$ cat config.mk
export PLATFORM = sky130hd
export DESIGN_NAME = cpu_control
export DESIGN_NICKNAME = d
export VERILOG_FILES = /design/src/rtl/cpu_ctrl_pkg.sv /design/src/rtl/cpu_control_pc_unit.sv /design/src/rtl/cpu_control.sv
export SDC_FILE = /design/constraint.sdc
export NUM_CORES = 1
export LEC_CHECK = 0
export CORE_MARGIN = 2
export CORE_UTILIZATION = 23
export CTS_CLUSTER_SIZE = 25
export DETAILED_ROUTE_END_ITERATION = 8
export PLACE_DENSITY = 0.52
export SYNTH_ARGS = -nofsm -noshare
export SYNTH_HDL_FRONTEND = slang
export SYNTH_SLANG_ARGS = --single-unit
$ cat constraint.sdc
create_clock -name Clk -period 3.5 [get_ports Clk]
set_clock_uncertainty 0.2 [all_clocks]
set_input_delay 0.525 -clock Clk [delete_from_list [all_inputs] [get_ports Clk]]
set_output_delay 0.525 -clock Clk [all_outputs]
set_load 0.02 [all_outputs]
$ cat src/rtl/cpu_ctrl_pkg.sv
// rtl/cpu_ctrl_pkg.sv - opcodes, FSM states, IR field positions and output decode for cpu_control
//
// Shared by cpu_control and pc_unit.
//   OP_*          : 2-bit opcode values held in IR[7:6]
//   state_t       : control FSM states FETCH, DECODE, EXEC, WB, HALT
//   *_HI / *_LO   : IR field bit positions
//   ctrl_t        : bundle of the registered control outputs
//   ctrl_decode() : Moore output function of (state, IR)
package cpu_ctrl_pkg;

    localparam logic [1:0] OP_ADD  = 2'b00;
    localparam logic [1:0] OP_LI   = 2'b01;
    localparam logic [1:0] OP_JMP  = 2'b10;
    localparam logic [1:0] OP_HALT = 2'b11;

    localparam int OPC_HI     = 7;
    localparam int OPC_LO     = 6;
    localparam int ADD_RS_HI  = 5;
    localparam int ADD_RS_LO  = 4;
    localparam int ADD_RT_HI  = 3;
    localparam int ADD_RT_LO  = 2;
    localparam int ADD_RD_HI  = 1;
    localparam int ADD_RD_LO  = 0;
    localparam int LI_RD_HI   = 5;
    localparam int LI_RD_LO   = 4;
    localparam int LI_IMM_HI  = 3;
    localparam int LI_IMM_LO  = 0;
    localparam int JMP_OFF_HI = 5;
    localparam int JMP_OFF_LO = 0;

    typedef enum logic [2:0] {
        S_FETCH  = 3'd0,
        S_DECODE = 3'd1,
        S_EXEC   = 3'd2,
        S_WB     = 3'd3,
        S_HALT   = 3'd4
    } state_t;

    typedef struct packed {
        logic       alu_op;
        logic       reg_write;
        logic       imm_sel;
        logic       halted;
        logic [1:0] read_reg1;
        logic [1:0] read_reg2;
        logic [1:0] write_reg;
        logic [7:0] imm;
    } ctrl_t;

    // Control outputs as a pure function of the FSM state and IR.
    // Register addresses and the immediate are presented from DECODE
    // through WB; the ALU/immediate selects only in EXEC and WB.
    function automatic ctrl_t ctrl_decode(input state_t s, input logic [7:0] ir);
        ctrl_t      c;
        logic [1:0] op;
        logic       active;
        logic       exec_wb;
        c       = '0;
        op      = ir[OPC_HI:OPC_LO];
        active  = (s == S_DECODE) || (s == S_EXEC) || (s == S_WB);
        exec_wb = (s == S_EXEC) || (s == S_WB);
        if (active) begin
            case (op)
                OP_ADD: begin
                    c.read_reg1 = ir[ADD_RS_HI:ADD_RS_LO];
                    c.read_reg2 = ir[ADD_RT_HI:ADD_RT_LO];
                    c.write_reg = ir[ADD_RD_HI:ADD_RD_LO];
                end
                OP_LI: begin
                    c.write_reg = ir[LI_RD_HI:LI_RD_LO];
                    c.imm       = {{4{ir[LI_IMM_HI]}}, ir[LI_IMM_HI:LI_IMM_LO]};
                end
                default: ;
            endcase
        end
        c.alu_op    = exec_wb && (op == OP_ADD);
        c.imm_sel   = exec_wb && (op == OP_LI);
        // WB is only ever entered by ADD and LI.
        c.reg_write = (s == S_WB);
        c.halted    = (s == S_HALT);
        return c;
    endfunction

endpackage

$ cat src/rtl/cpu_control_pc_unit.sv
// rtl/cpu_control_pc_unit.sv - program counter register for cpu_control
//
// Ports:
//   i_clk, i_clear : clock, asynchronous active-high reset (loads PC_RESET)
//   i_inc          : PC <= PC + 1 (wraps modulo 2^PC_W)
//   i_jmp          : PC <= PC + sext(i_off) (modulo 2^PC_W); wins over i_inc
//   i_off          : signed 6-bit relative jump offset
//   o_pc           : current program counter
module pc_unit
    import cpu_ctrl_pkg::*;
#(
    parameter int              PC_W     = 8,
    parameter logic [PC_W-1:0] PC_RESET = 8'h00
) (
    input  logic            i_clk,
    input  logic            i_clear,
    input  logic            i_inc,
    input  logic            i_jmp,
    input  logic [5:0]      i_off,
    output logic [PC_W-1:0] o_pc
);

    logic [PC_W-1:0] r_pc;
    logic [PC_W-1:0] w_off_ext;

    assign w_off_ext = {{(PC_W-6){i_off[5]}}, i_off};

    // Plain PC_W-bit addition gives the modulo wrap for both paths.
    always_ff @(posedge i_clk or posedge i_clear) begin
        if (i_clear) begin
            r_pc <= PC_RESET;
        end else if (i_jmp) begin
            r_pc <= r_pc + w_off_ext;
        end else if (i_inc) begin
            r_pc <= r_pc + PC_W'(1);
        end
    end

    assign o_pc = r_pc;

endmodule

$ cat src/rtl/cpu_control.sv
// rtl/cpu_control.sv - multi-cycle control unit: FETCH/DECODE/EXEC/WB/HALT FSM, IR and output decode
//
// Optional feature macro: CPU_CTRL_SINGLE_STEP_EN (adds Step input gating FETCH).
// Ports:
//   Clk, Clear          : clock, asynchronous active-high reset
//   Step                : (CPU_CTRL_SINGLE_STEP_EN only) fetch enable, one instruction per pulse
//   Instr, InstrValid   : instruction word at PC and its valid flag
//   PC                  : program counter
//   ALUOp, RegWrite     : ALU add enable, register-file write strobe
//   ReadReg1/2,WriteReg : register-file addresses
//   ImmSel, Imm         : write-back immediate select, sign-extended immediate
//   Halted              : high in HALT
module cpu_control
    import cpu_ctrl_pkg::*;
#(
    parameter int              PC_W     = 8,
    parameter logic [PC_W-1:0] PC_RESET = 8'h00
) (
    input  logic            Clk,
    input  logic            Clear,
`ifdef CPU_CTRL_SINGLE_STEP_EN
    input  logic            Step,
`endif
    input  logic [7:0]      Instr,
    input  logic            InstrValid,
    output logic [PC_W-1:0] PC,
    output logic            ALUOp,
    output logic            RegWrite,
    output logic [1:0]      ReadReg1,
    output logic [1:0]      ReadReg2,
    output logic [1:0]      WriteReg,
    output logic            ImmSel,
    output logic [7:0]      Imm,
    output logic            Halted
);

    state_t     r_state;
    logic [7:0] r_ir;
    ctrl_t      r_ctrl;

    logic       w_fetch;
    logic [1:0] w_op;
    logic       w_pc_inc;
    logic       w_pc_jmp;

`ifdef CPU_CTRL_SINGLE_STEP_EN
    assign w_fetch = InstrValid & Step;
`else
    assign w_fetch = InstrValid;
`endif

    assign w_op     = r_ir[OPC_HI:OPC_LO];
    assign w_pc_inc = (r_state == S_WB);
    assign w_pc_jmp = (r_state == S_EXEC) && (w_op == OP_JMP);

    // Outputs are registered alongside the state: every transition loads
    // ctrl_decode(next_state, next_ir), so r_ctrl always equals the Moore
    // decode of the current (r_state, r_ir).
    always_ff @(posedge Clk or posedge Clear) begin
        if (Clear) begin
            r_state <= S_FETCH;
            r_ir    <= 8'h00;
            r_ctrl  <= '0;
        end else begin
            case (r_state)
                S_FETCH: begin
                    if (w_fetch) begin
                        r_ir    <= Instr;
                        r_state <= S_DECODE;
                        r_ctrl  <= ctrl_decode(S_DECODE, Instr);
                    end
                end
                S_DECODE: begin
                    r_state <= S_EXEC;
                    r_ctrl  <= ctrl_decode(S_EXEC, r_ir);
                end
                S_EXEC: begin
                    case (w_op)
                        OP_ADD, OP_LI: begin
                            r_state <= S_WB;
                            r_ctrl  <= ctrl_decode(S_WB, r_ir);
                        end
                        OP_JMP: begin
                            r_state <= S_FETCH;
                            r_ctrl  <= ctrl_decode(S_FETCH, r_ir);
                        end
                        default: begin
                            r_state <= S_HALT;
                            r_ctrl  <= ctrl_decode(S_HALT, r_ir);
                        end
                    endcase
                end
                S_WB: begin
                    r_state <= S_FETCH;
                    r_ctrl  <= ctrl_decode(S_FETCH, r_ir);
                end
                S_HALT: begin
                    r_state <= S_HALT;
                end
                default: begin
                    r_state <= S_FETCH;
                    r_ctrl  <= '0;
                end
            endcase
        end
    end

    pc_unit #(
        .PC_W     (PC_W),
        .PC_RESET (PC_RESET)
    ) u_pc_unit (
        .i_clk   (Clk),
        .i_clear (Clear),
        .i_inc   (w_pc_inc),
        .i_jmp   (w_pc_jmp),
        .i_off   (r_ir[JMP_OFF_HI:JMP_OFF_LO]),
        .o_pc    (PC)
    );

    assign ALUOp    = r_ctrl.alu_op;
    assign RegWrite = r_ctrl.reg_write;
    assign ImmSel   = r_ctrl.imm_sel;
    assign Halted   = r_ctrl.halted;
    assign ReadReg1 = r_ctrl.read_reg1;
    assign ReadReg2 = r_ctrl.read_reg2;
    assign WriteReg = r_ctrl.write_reg;
    assign Imm      = r_ctrl.imm;

endmodule

==> flow_summary.ini <==
[worst_hold_path]
whs_path_depth = 1
min-delay-start = u_pc_unit.o_pc[7]$_DFFE_PP0P_
hold_end = u_pc_unit.o_pc[7]$_DFFE_PP0P_
hold_class = flip-flop to flip-flop

[sta]
relSlewSlack = 0.452
clock.fmax_mhz = 332
worst_pin_slew_ns = 0.820
rsz0062_at_grt = false
finalCritPeriodShare = 0.859
slew_violations = 0
tns_ns = 0
hold_viol = 0
report.final.setup_viol = 0
finalCriticalPeriod_ns = 3.01

[worst_setup_path]
path_delay_family = simple AND/OR/NAND/NOR gates
worst_r2r_path_depth = 11
worst_setup_path_start_kind = flip-flop
r2r_setup_slack_ns = 0.49
r2r_start = r_state[2]$_DFFE_PP0N_
crit_chain = nor3b_4 -> and2_1 -> nand2b_1 -> ha_1 -> inv_1 -> fa_1 -> nor2b_1 -> o31a_1 -> or4_4 -> a21oi_2 -> xor2_1
required_ns = 3.51
cp.arrival_ns = 3.02
crit_slowest_cell = dfrtp_1
worst-path-buf-inv = 1
r2r-end = u_pc_unit.o_pc[6]$_DFFE_PP0P_
critPathMaxStageDelay_ns = 0.53
criticalPathCategory = flip-flop to flip-flop
cp_max_fo = 11
crit_path_end_kind = flip-flop

[cells_and_area]
drive_gt1_frac = 0.152
synthToLayoutAreaGrowth_pct = 31.9
stdcell_count = 306
n_antenna_cell = 0
finish.net_count = 220

[yosys]
netlist_area_sq_um = 1770
postSynthAreaPerCell_sq_um = 10.7
synth_edf_count = 0
ys_ff_latch = 33
synth_cell_type_count = 42
synth_top_area_share = 0.466
synth_nets = 183
async_reset_ff_frac = 1.00
ys.flop_type = dfrtp_1
synth_top_area_cell = dfrtp_1
ys_warn_count = 0
synthTopCellsByArea = dfrtp_1, mux2_2, o21ai_0
ys_seq_area_frac = 0.466
netlist_instances = 166

[routing]
final_antenna_net_count = 0
wl_per_cell_um = 13.5
dr.pass1.iters = 4
drt-initial-drc-count = 47
drc = 0
vias = 1352
drt-total-wl_um = 4120
viasPerCell = 4.42

[clocking]
cts_resized = 0
numCtsBuffers = 5
clockBufferDepth = 2
cts_tree = built
postCtsHoldBufs = 0
cts.htree.levels = 2
clkTransAtPathRegs_ns = 0.07
clkSinkCount = 33
clk_latency_ns = 0.28
clockRootBuffer = clkbuf_8
post_cts_buffers = 0

[grt]
grt_first_pass_wirelength_um = 6980
grt-ovfl-total = 0
antenna_found_initial = 0
grt_util_all_layers = 0.105
grt_max_degree = 34
grt_pass1_vias = 1392

[power]
powerDensity_nw_per_um2 = 926
seq_power_share = 0.344
power.switching_uw = 874
clockPowerShare = 0.175
power_switching_share = 0.403
ir_drop_mv = 0.300
leakagePower_uw = 0.00102
p_comb_frac = 0.481
p_int_uw = 1290

[die]
core_sq_um = 7610
start_util = 0.233
die_w_um = 91.8
dieHeight_um = 91.8
die_area_sq_um = 8430
rows = 32
io_pins = 37

[run]
drv_cap = 0

[run_status]
status = completed

[place]
portBuffers = 36
dp.cells = 298
dp_hpwl_um = 3080
finalWeightedCongestion = 0.754
## layer usage
metal  wire length (um)  up-vias  GRT usage
li1                   -      665          -
met1               2030      654      0.145
met2               1880       29      0.166
met3                166        4     0.0263
met4                 39        0     0.0261
met5                  0        -          0
## cells in the final DEF (no fill, tap or decap), drive strengths merged, types with 4 or more instances in the layout
cell           synthesis  routed
clkdlybuf4s50          0      36
nor2b                  5       5
buf                   10       4
a22oi                  4       4
mux2                  10      10
mux2i                  4       4
a222oi                 4       4
inv                    9       9
dfrtp                 33      33
a21o                   4       4
nor2                   8       8
nand2                 15      15
ha                     5       5
a21oi                  6       6
o21ai                 14      14
clkbuf                 0       6
## sequential cells by signal, summed over array words and instances, names as in the netlist
name	flops
Imm	4
Halted	1
r_ir	8
r_state	3
ImmSel	1
WriteReg	2
RegWrite	1
u_pc_unit.o_pc	8
ReadReg1	2
ALUOp	1
ReadReg2	2
## worst register-to-register path, cell delays in order (launching register included)
cell and delay, ns:
dfrtp_1 0.53, nor3b_4 0.37, and2_1 0.19, nand2b_1 0.07, ha_1 0.19, inv_1 0.07, fa_1 0.19, nor2b_1 0.07
o31a_1 0.27, or4_4 0.48, a21oi_2 0.16, xor2_1 0.14
## synthesized netlist by cell type (2+ instances only)
library cell	instances
nor3_1	3
ha_1	5
nor2b_1	5
a21oi_1	5
nand2_1	14
mux2i_1	4
a22o_1	3
nor4_1	2
nand2b_1	2
dfrtp_1	33
inv_1	9
a21o_1	4
buf_6	2
buf_4	4
o21ai_0	13
buf_2	4
a222oi_1	4
nor2_1	8
and3_1	2
o21a_1	2
xnor2_1	3
a22oi_1	4
mux2_2	10
xor2_1	2
and2_1	2
## power groups by stage
stage	Combinational (uW)	Sequential, uW	Clock, uW
2_1_floorplan	611	805	0
3_3_place_gp	1050	748	0
3_5_place_dp	1050	756	0
4_1_cts	1050	749	389
5_1_grt	1140	780	409
6_report	1040	745	379
## cell type report
type / count / area (sq um)
Fill cell: 820 / 5270
Multi-Input combinational cell: 114 / 841
Sequential cell: 33 / 826
Timing Repair Buffer: 40 / 390
Tap cell: 102 / 128
Clock buffer: 6 / 82.6
Clock inverter: 2 / 37.5
Inverter: 9 / 33.8
## through the flow
| stage | power [uW] | hold WS (ns) | setup WS [ns] | area (sq um) | utilization |
|---|---|---|---|---|---|
| 2_1_floorplan | 1420 | 0.307 | 0.727 | 1770 | - |
| 3_3_place_gp | 1790 | 0.264 | 0.561 | 2220 | 0.292 |
| 3_5_place_dp | 1810 | 0.271 | 0.502 | 2220 | 0.292 |
| 4_1_cts | 2190 | 0.284 | 0.481 | 2340 | 0.307 |
| 5_1_grt | 2330 | 0.308 | 0.312 | 2340 | 0.307 |
| 6_report | 2160 | 0.275 | 0.492 | 2340 | 0.307 |
## worst max-delay path by stage
stage / start / to / slack (ns) / cells after the start
after floorplan: r_state[0]$_DFFE_PP0N_ / u_pc_unit.o_pc[6]$_DFFE_PP0P_ / 0.73 / 12
after global placement: r_state[2]$_DFFE_PP0N_ / u_pc_unit.o_pc[6]$_DFFE_PP0P_ / 0.56 / 11
after detailed placement: r_state[2]$_DFFE_PP0N_ / u_pc_unit.o_pc[6]$_DFFE_PP0P_ / 0.50 / 11
after CTS: r_state[2]$_DFFE_PP0N_ / u_pc_unit.o_pc[6]$_DFFE_PP0P_ / 0.48 / 11
after global routing: r_state[2]$_DFFE_PP0N_ / u_pc_unit.o_pc[6]$_DFFE_PP0P_ / 0.31 / 11
final: r_state[2]$_DFFE_PP0N_ / u_pc_unit.o_pc[6]$_DFFE_PP0P_ / 0.49 / 11
## cell families after synthesis
kind of cell	Yosys count	synth area share
AO/OA/AOI/OAI	42	0.164
adder cells (fa/ha/maj)	6	0.0466
multiplexers	14	0.0861
buffers and inverters	19	0.0600
AND/OR/NAND/NOR	47	0.152
XOR/XNOR	5	0.0247
flip-flops	33	0.466
(Power assumes the default switching activity.)
